**src/rtl/img_pkg.sv**
```systemverilog
// Shared types and constants for the frame-buffer reader pipeline.
package img_pkg;

    typedef enum logic {
        SCALE_1X = 1'b0,
        SCALE_2X = 1'b1
    } scale_e;

    // Control bits that travel alongside the pixel through the read latency.
    typedef struct packed {
        logic in_win;
        logic de;
        logic h_sync;
        logic v_sync;
    } ctrl_t;

    localparam int R_MSB = 15;
    localparam int G_MSB = 10;
    localparam int B_MSB = 4;

    localparam int QVGA_W = 320;
    localparam int QVGA_H = 240;
    localparam int VGA_W  = 640;
    localparam int VGA_H  = 480;

    // On-screen extent of a source dimension; 11 bits so window ends never wrap.
    function automatic logic [10:0] win_span(input scale_e scale, input logic [9:0] len);
        return (scale == SCALE_2X) ? {len, 1'b0} : {1'b0, len};
    endfunction

endpackage

```
**src/rtl/pipe_delay.sv**
```systemverilog
// Fixed-depth shift register with synchronous clear, used to align control with read data.
module pipe_delay #(
    parameter int WIDTH = 1,
    parameter int DEPTH = 1
) (
    input  logic             clk,
    input  logic             reset,
    input  logic [WIDTH-1:0] din,
    output logic [WIDTH-1:0] dout
);

    logic [WIDTH-1:0] stages [DEPTH];

    always_ff @(posedge clk) begin
        if (reset) begin
            for (int i = 0; i < DEPTH; i++) begin
                stages[i] <= '0;
            end
        end else begin
            stages[0] <= din;
            for (int i = 1; i < DEPTH; i++) begin
                stages[i] <= stages[i-1];
            end
        end
    end

    assign dout = stages[DEPTH-1];

endmodule

```
**src/rtl/img_reader_pipe.sv**
```systemverilog
// Frame-buffer reader: maps display coordinates into a windowed, optionally 2x-scaled
// source image and re-aligns DE/syncs with the RGB565 read data.
module img_reader_pipe
    import img_pkg::*;
#(
    parameter int SRC_W   = QVGA_W,
    parameter int SRC_H   = QVGA_H,
    parameter int DISP_W  = VGA_W,
    parameter int DISP_H  = VGA_H,
    parameter int RD_LAT  = 1,
    parameter int ADDR_W  = 17,
    parameter int COLOR_W = 4
) (
    input  logic               clk,
    input  logic               reset,
    input  logic               DE,
    input  logic               h_sync,
    input  logic               v_sync,
    input  logic [9:0]         x_pixel,
    input  logic [9:0]         y_pixel,
    input  logic               scale_sel,
    input  logic [9:0]         win_x,
    input  logic [9:0]         win_y,
    output logic [ADDR_W-1:0]  addr,
    output logic               rd_en,
    input  logic [15:0]        data,
    output logic [COLOR_W-1:0] r_port,
    output logic [COLOR_W-1:0] g_port,
    output logic [COLOR_W-1:0] b_port,
    output logic               DE_out,
    output logic               h_sync_out,
    output logic               v_sync_out
);

    localparam logic [10:0] SRC_W_L  = 11'(SRC_W);
    localparam logic [10:0] SRC_H_L  = 11'(SRC_H);
    localparam logic [10:0] DISP_W_L = 11'(DISP_W);
    localparam logic [10:0] DISP_H_L = 11'(DISP_H);
    localparam logic [31:0] SRC_W_32 = 32'(SRC_W);

    scale_e            scale_sh;
    logic [9:0]        win_x_sh;
    logic [9:0]        win_y_sh;

    logic [10:0]       x_w;
    logic [10:0]       y_w;
    logic [10:0]       x_end;
    logic [10:0]       y_end;
    logic              in_win;
    logic [9:0]        x_off;
    logic [9:0]        y_off;
    logic [9:0]        col;
    logic [9:0]        row;
    logic [ADDR_W-1:0] addr_next;

    ctrl_t             ctrl_s1;
    ctrl_t             ctrl_dly;

    logic              unused_data;
    assign unused_data = ^data;

    // Config only moves during vertical blanking so a frame is never torn.
    always_ff @(posedge clk) begin
        if (reset) begin
            scale_sh <= SCALE_2X;
            win_x_sh <= '0;
            win_y_sh <= '0;
        end else if ({1'b0, y_pixel} >= DISP_H_L) begin
            scale_sh <= scale_e'(scale_sel);
            win_x_sh <= win_x;
            win_y_sh <= win_y;
        end
    end

    always_comb begin
        x_w    = {1'b0, x_pixel};
        y_w    = {1'b0, y_pixel};
        x_end  = {1'b0, win_x_sh} + win_span(scale_sh, SRC_W_L[9:0]);
        y_end  = {1'b0, win_y_sh} + win_span(scale_sh, SRC_H_L[9:0]);
        in_win = DE
               && (x_w >= {1'b0, win_x_sh}) && (x_w < x_end)
               && (y_w >= {1'b0, win_y_sh}) && (y_w < y_end)
               && (x_w < DISP_W_L) && (y_w < DISP_H_L);

        x_off = x_pixel - win_x_sh;
        y_off = y_pixel - win_y_sh;
        col   = (scale_sh == SCALE_2X) ? {1'b0, x_off[9:1]} : x_off;
        row   = (scale_sh == SCALE_2X) ? {1'b0, y_off[9:1]} : y_off;

        addr_next = ADDR_W'({22'd0, row} * SRC_W_32 + {22'd0, col});
    end

    // Address holds outside the window so the BRAM port sees no spurious toggling.
    always_ff @(posedge clk) begin
        if (reset) begin
            addr    <= '0;
            rd_en   <= 1'b0;
            ctrl_s1 <= '0;
        end else begin
            rd_en          <= in_win;
            if (in_win) begin
                addr <= addr_next;
            end
            ctrl_s1.in_win <= in_win;
            ctrl_s1.de     <= DE;
            ctrl_s1.h_sync <= h_sync;
            ctrl_s1.v_sync <= v_sync;
        end
    end

    pipe_delay #(
        .WIDTH ($bits(ctrl_t)),
        .DEPTH (RD_LAT)
    ) u_align (
        .clk   (clk),
        .reset (reset),
        .din   (ctrl_s1),
        .dout  (ctrl_dly)
    );

    always_ff @(posedge clk) begin
        if (reset) begin
            r_port     <= '0;
            g_port     <= '0;
            b_port     <= '0;
            DE_out     <= 1'b0;
            h_sync_out <= 1'b0;
            v_sync_out <= 1'b0;
        end else begin
            r_port     <= ctrl_dly.in_win ? data[R_MSB -: COLOR_W] : '0;
            g_port     <= ctrl_dly.in_win ? data[G_MSB -: COLOR_W] : '0;
            b_port     <= ctrl_dly.in_win ? data[B_MSB -: COLOR_W] : '0;
            DE_out     <= ctrl_dly.de;
            h_sync_out <= ctrl_dly.h_sync;
            v_sync_out <= ctrl_dly.v_sync;
        end
    end

endmodule

```
**config.mk**
```make
export PLATFORM = sky130hd
export DESIGN_NAME = img_reader_pipe
export DESIGN_NICKNAME = d
export VERILOG_FILES = /design/src/rtl/img_pkg.sv /design/src/rtl/pipe_delay.sv /design/src/rtl/img_reader_pipe.sv
export SDC_FILE = /design/constraint.sdc
export NUM_CORES = 1
export LEC_CHECK = 0
export CAP_MARGIN = 20
export CELL_PAD_IN_SITES_DETAIL_PLACEMENT = 2
export CELL_PAD_IN_SITES_GLOBAL_PLACEMENT = 2
export CORE_UTILIZATION = 33
export CTS_CLUSTER_SIZE = 16
export DETAILED_ROUTE_END_ITERATION = 12
export GPL_ROUTABILITY_DRIVEN = 0
export GPL_TIMING_DRIVEN = 1
export HOLD_SLACK_MARGIN = 0.1
export MAX_ROUTING_LAYER = met4
export PLACE_DENSITY = 0.89
export RECOVER_POWER = 50
export SETUP_SLACK_MARGIN = 0.4
export SLEW_MARGIN = 30
export SYNTH_ARGS = -nofsm -noshare
export SYNTH_HDL_FRONTEND = slang
export SYNTH_HIERARCHICAL = 1
export SYNTH_SLANG_ARGS = --single-unit
```
**constraint.sdc**
```tcl
create_clock -name clk -period 7.6 [get_ports clk]
set_input_delay 0.76 -clock clk [delete_from_list [all_inputs] [get_ports clk]]
set_output_delay 0.76 -clock clk [all_outputs]
set_load 0.05 [all_outputs]
```
; ---- Yosys cells after proc, flatten, opt, wreduce, memory -nomap -nowiden
; Memories as Yosys holds them, arrays and structs flattened.
; Index checks and enable logic that the tools add are counted.
[totals]
regBits = 57
mem_bits_rw = 4
inputBits = 62
output_inout_bits = 33
word_cells = 46
memories = 1
[mem_list]
columns = name, words, word_bits, rd, rd_clocked_by_memory_dff, wr, line
row1 = u_align.stages, 1, 4, 1, 0, 1, pipe_delay.sv:12  ; logic [WIDTH-1:0] stages [DEPTH];
[classes]
add_sub_neg = 5
mul = 1
order_cmp = 7
mux = 9
bitwise_logic = 1
reduce_logical = 8
[ops]
columns = op, count
row1 = 10-bit two-way mux, 3
row2 = 10-bit by 11-bit less-than comparator with 1-bit output, 2
row3 = 10-bit >= comparator, 2
row4 = 10-bit subtractor, 2
row5 = 17-bit by 10-bit adder with 17-bit output, 1
row6 = 10-bit by 10-bit adder with 11-bit output, 1
row7 = 10-bit by 9-bit adder with 11-bit output, 1
row8 = "10-bit by 3-bit multiplier with 11-bit output, second input constant", 1
row9 = "10-bit by 9-bit >= comparator with 1-bit output, second input constant", 1
row10 = "10-bit less-than comparator, second input constant", 1
row11 = "10-bit by 9-bit less-than comparator with 1-bit output, second input constant", 1
row12 = 9-bit two-way mux, 1
row13 = 1-bit logical AND, 6
row14 = 1-bit two-way mux, 4
row15 = 4-bit two-way mux, 1
row16 = 4-bit OR reduction, 1
row17 = 2-bit OR reduction, 1
row18 = 1-bit NOT, 1

; ---- Depth between registers and ports, before layout
[logic_depth]
ltp_word = 8
mapped_depth = 21
depth_no_buf = 21

; ---- Hierarchy
; Netlist, hierarchy kept.
[by_module_without_submodules]
columns = mod, n_inst, cells_each, area_each_um2, seq_area_each_um2
row1 = img_reader_pipe, 1, 484, 4181.5, 1141.1
row2 = pipe_delay, 1, 8, 105.1, 80.1

; ---- Worst setup path after synthesis
; OpenSTA, ideal clock, no wires.
[synth_timing]
kind = input-to-reg
startpoint = input y_pixel[0]
endpoint = register addr[16]
setup_time_ps = 80
arrival_time_ps = 4340
required_time_ps = 7520
slack_ps = 3179
cell_stages = 19
path_buffers = 0
path_cell_list = inv_1 ha_1 fa_1 nand2b_1 a21oi_1 a21o_1 a21oi_1 xnor2_1 mux2_2 ha_1 ha_1 xor2_1 or2_2 a21oi_1 nand3_1 nor3_1 xnor2_1 xnor2_1 a211oi_2
[synth_between]
elab_chain_len = 5
word_cells_on_any_way = 11
classes_between = add/sub (2) / mul (1) / order compare (3) / mux (1) / reduce/logical (4)
[synth_rtl]
columns = item, line
row1 = from (decl), img_reader_pipe.sv:20  ; input logic [9:0] y_pixel,
row2 = "parallel branches: the longest is 5 deep, another holds 17-bit by 10-bit adder with 17-bit output", -
row3 = to (signal assigned), img_reader_pipe.sv:102  ; addr <= addr_next;
row4 = to (decl), img_reader_pipe.sv:24  ; output logic [ADDR_W-1:0] addr,
; Several ways; the timed one is not identified.
; A chain may end at the register's enable or synchronous reset.

; ---- Worst setup path after layout
; Ends and elaborated chain as after synthesis.

==> metrics.log <==
INFO  metric outcome = finished, violations left
INFO  metric failed_checks = max-capacitance violations, max-slew violations
INFO  metric global_route_congestion_overflow_total = 0
INFO  metric power.share.clock = 33.9%
INFO  metric yosysWarningCount = 6
INFO  metric min-delay-path-class = flip-flop to flip-flop
INFO  metric clockRootBuffer = sky130_fd_sc_hd__clkbuf_16
INFO  metric p_int = 0.914 mW
INFO  metric power.combinational.fraction = 41.9%
INFO  metric grt_antenna_before_repair = 0
INFO  metric critical-path-max-stage-delay = 0.48 ns
INFO  metric critical_path.max_fanout = 5
INFO  metric synth_seq_cells = 61
INFO  metric cts_tree = built
INFO  metric clkTransAtPathRegs = 0.06 ns
INFO  metric detail_route.vias_per_cell = 5.00
INFO  metric p_leak = 2.29 nW
INFO  metric grt_pass1_vias = 4,288
INFO  metric layout-drive-gt1-share = 8.03%
INFO  metric post_placement_cell_count = 741
INFO  metric synthesis.instances = 492
INFO  metric timing.setup.tns = 0 ns
INFO  metric layout_worst_path_cycle_share = 69.6%
INFO  metric detailedPlacementHpwl = 10,000 µm
INFO  metric finalWorstPathRequiredPeriod = 5.29 ns
INFO  metric timing.max_cap.violations = 1
INFO  metric cts.repair.resized = 0
INFO  metric reg2reg_slack = 2.98 ns
INFO  metric drt_drc_violations_left = 0
INFO  metric skew = 0.00598 ns
INFO  metric detail_route.wirelength = 12,900 µm
INFO  metric crit_start = y_pixel[0]
INFO  metric worst_hold_slack = 0.458 ns
INFO  metric type_of_element_launching_the_critical_path = input port
INFO  metric ratio_of_total_power_to_cell_area = 248 nW/µm²
INFO  metric postSynthNetCount = 615
INFO  metric worst_ep_arrival_time = 5.39 ns
INFO  metric drt_iter0_drc = 114
INFO  metric core-area = 12,600 µm²
INFO  metric max-vdd-ir-drop = 0.256 mV
INFO  metric groute.usage.overall = 21.4%
INFO  metric ys_seq_area_share = 28.5%
INFO  metric final.fill_count = 1,422
INFO  metric ys_types = 56
INFO  metric synth-main-ff-cell = sky130_fd_sc_hd__dfxtp_1
INFO  metric die-area = 13,400 µm²
INFO  metric detailroute.via_count = 3,786
INFO  metric syn_area_per_cell = 8.71 µm²
INFO  metric power_frac_seq = 24.1%
INFO  metric antenna_cells = 0
INFO  metric cts_htree_levels = 3
INFO  metric r2r_cells = 18
INFO  metric setup.worst_path.end = addr[16]
INFO  metric synth_area_leaders = sky130_fd_sc_hd__dfxtp_1, sky130_fd_sc_hd__ha_1, sky130_fd_sc_hd__nand2_1
INFO  metric fp.dieW = 116 µm
INFO  metric crit_type = input port to flip-flop
INFO  metric io_pins = 95
INFO  metric cts-hold-fix-buffers = 0
INFO  metric synth_area = 4290 µm²
INFO  metric maxSlewViolCount = 51
INFO  metric placed_area = 5340 µm²
INFO  metric detail_route.first_pass.iterations = 4
INFO  metric final_net_count = 703
INFO  metric worst_pin_slew = 2.49 ns
INFO  metric cts_buffers = 9
INFO  metric final_hold_viol_count = 0
INFO  metric cp_data_required_time = 7.70 ns
INFO  metric worst_slack = 2.31 ns
INFO  metric synth_top_cell_by_area = sky130_fd_sc_hd__dfxtp_1
INFO  metric global_route_wire_length_before_repair = 21,300 µm
INFO  metric worst_flop_to_flop_path_endpoint = addr[16]
INFO  metric number_of_placement_rows = 41
INFO  metric top_cell_type_s_share_of_synthesized_area = 28.5%
INFO  metric io_buffers = 90
INFO  metric setup_repair_after_global_routing_missed_its_margin = no
INFO  metric report.final.setup_viol = 0
INFO  metric fin_area = 5680 µm²
INFO  metric timing.fmax = 189 MHz
INFO  metric syn2layout_area_growth = 32.6%
INFO  metric ys_async_sr_fraction = 0%
INFO  metric antenna_violating_nets_post_route = 0
INFO  metric buffers_from_clock_root_to_sink_at_most = 2
INFO  metric dp_slack = 2.12 ns
INFO  metric clock_sink_count = 61
INFO  metric grt_start_max_net_pins = 51
INFO  metric p_switching = 0.495 mW
INFO  metric ff_to_ff_start = win_y_sh[0]
INFO  metric die_h = 116 µm
INFO  metric switching_power_as_a_share_of_total_power = 35.2%
INFO  metric cp_slowest_cell = sky130_fd_sc_hd__clkdlybuf4s50_1
INFO  metric worstSetupEndpointType = flip-flop
INFO  metric starting_density_of_the_core = 34.0%
INFO  metric worstSkewPairLatency = 0.33 ns
INFO  metric worst_slew_margin_rel = -66.1%
INFO  metric wl_per_cell = 17.0 µm
INFO  metric final-instance-count-excl-fill = 757
INFO  metric number_of_enable_type_register_cells_in_the_synthesized_netlist = 0
INFO  metric worst_path_cell_trace = clkdlybuf4s50_1, inv_1, ha_1, fa_1, nand2b_1, a211oi_1, a211oi_2, xnor2_1, a221oi_1, o311ai_2, ha_1, ha_1, nor3b_1, a31oi_1, o21ai_0, a311oi_1, nor3_1, xnor2_1, xnor2_1, a211oi_2
INFO  metric cts.repair_timing.setup_buffer_count = 0
[cell usage after synthesis (2+ instances only)]
| cell | number |
|---|---|
| sky130_fd_sc_hd__nor3b_1 | 2 |
| sky130_fd_sc_hd__mux2i_1 | 11 |
| sky130_fd_sc_hd__inv_1 | 36 |
| sky130_fd_sc_hd__xor2_1 | 10 |
| sky130_fd_sc_hd__nor4_1 | 3 |
| sky130_fd_sc_hd__o21a_1 | 10 |
| sky130_fd_sc_hd__a211oi_2 | 9 |
| sky130_fd_sc_hd__nand2b_1 | 4 |
| sky130_fd_sc_hd__a211o_1 | 2 |
| sky130_fd_sc_hd__xnor2_1 | 24 |
| sky130_fd_sc_hd__o21ai_0 | 11 |
| sky130_fd_sc_hd__mux2_2 | 5 |
| sky130_fd_sc_hd__clkbuf_1 | 13 |
| sky130_fd_sc_hd__inv_2 | 2 |
| sky130_fd_sc_hd__nand3_1 | 3 |
| sky130_fd_sc_hd__a21o_1 | 8 |
| sky130_fd_sc_hd__nand4_1 | 4 |
| sky130_fd_sc_hd__dfxtp_1 | 61 |
| sky130_fd_sc_hd__ha_1 | 56 |
| sky130_fd_sc_hd__nor2_1 | 39 |
| sky130_fd_sc_hd__nor3_1 | 6 |
| sky130_fd_sc_hd__a21oi_1 | 41 |
| sky130_fd_sc_hd__and2_1 | 13 |
| sky130_fd_sc_hd__fa_1 | 5 |
| sky130_fd_sc_hd__o31a_1 | 2 |
| sky130_fd_sc_hd__o21ai_1 | 3 |
| sky130_fd_sc_hd__nand2_1 | 58 |
| sky130_fd_sc_hd__nor2b_1 | 18 |
| sky130_fd_sc_hd__a211oi_1 | 5 |
| sky130_fd_sc_hd__a311oi_2 | 2 |
[sequential cells by signal (all words and copies together), names as in the netlist]
signal	flops
addr	17
win_x_sh	10
win_y_sh	10
b_port	4
ctrl_s1	4
g_port	4
r_port	4
u_align/stages	4
DE_out	1
h_sync_out	1
scale_sh	1
v_sync_out	1
[power groups by stage]
stage | clock network (mW) | registers [mW] | logic (mW)
global route | 0.502 | 0.342 | 0.661
finish | 0.478 | 0.340 | 0.591
detailed placement | 0 | 0.347 | 0.583
floorplan | 0 | 0.358 | 0.415
global placement | 0 | 0.346 | 0.542
CTS | 0.488 | 0.340 | 0.602
[cells in the final DEF (no fill, tap or decap), drive strengths merged, types with 2 or more instances in the layout]
cell type      instances
clkdlybuf4s50         85
dfxtp                 61
nand2                 58
ha                    56
a21oi                 41
inv                   40
nor2                  39
xnor2                 24
nor2b                 18
o21ai                 14
a211oi                14
and2                  13
mux2i                 11
o21a                  10
xor2                  10
clkbuf                10
a21o                   8
nor3                   6
mux2                   5
fa                     5
nand2b                 4
nand4                  4
dlygate4sd3            4
nor4                   4
nand3                  3
bufinv                 3
buf                    3
a311oi                 3
o31a                   2
a211o                  2
nor3b                  2
o31ai                  2
and3                   2
[cells by family after synthesis]
kind of cell	after synthesis	synth area share, %
mux	16	3.88
xor+xnor	34	6.95
fa+ha+maj	61	18.7
compound gates	109	18.7
simple gates	157	18.0
buf+inv	54	5.25
flops	61	28.5
[per-stage QoR]
step / util, % / total power [mW]
after floorplan: - / 0.773
after global placement: 42.3 / 0.888
after detailed placement: 42.3 / 0.930
after CTS: 45.1 / 1.43
after global routing: 45.0 / 1.51
final: 45.0 / 1.41
[metal layers]
layer | track usage (%) | up-vias | part of all wire [%]
met4 | 5.13 | 0 | 0.95
met3 | 4.03 | 12 | 2.8
met1 | 22.0 | 1837 | 40
li1 | - | 1872 | -
met5 | - | - | 0
met2 | 41.3 | 65 | 56
[critical path, delay by kind of cell]
family,cells,cell delay [ns]
AOI/OAI and AO/OA,8,1.77
and+or+nand+nor,3,0.42
adders and majority gates,4,1.37
buffers and inverters,2,0.54
xor gates and xnor gates,3,0.53
[how the worst min path moves through the flow]
stage                     slack [ns]            startpoint           to  cells past startpoint
after CTS                       0.46  u_align/stages[0][1]   h_sync_out                      1
after detailed placement        0.43  u_align/stages[0][1]   h_sync_out                      1
after global routing            0.48  u_align/stages[0][1]   h_sync_out                      1
after global placement          0.42  u_align/stages[0][1]   h_sync_out                      1
after floorplan                 0.41  u_align/stages[0][2]       DE_out                      1
final                           0.46           win_y_sh[0]  win_y_sh[0]                      2
[layout make-up]
type                       count  area, µm²  share of cell area (%)
inverter                      38        143                    2.51
tap                          172        215                    3.79
multi-input combinational    377       2840                    50.0
timing repair buffer          93        917                    16.1
clock buffer                   9        225                    3.96
sequential                    61       1220                    21.5
clock inverter                 7        120                    2.11
Power figures use the tool's default switching activity.
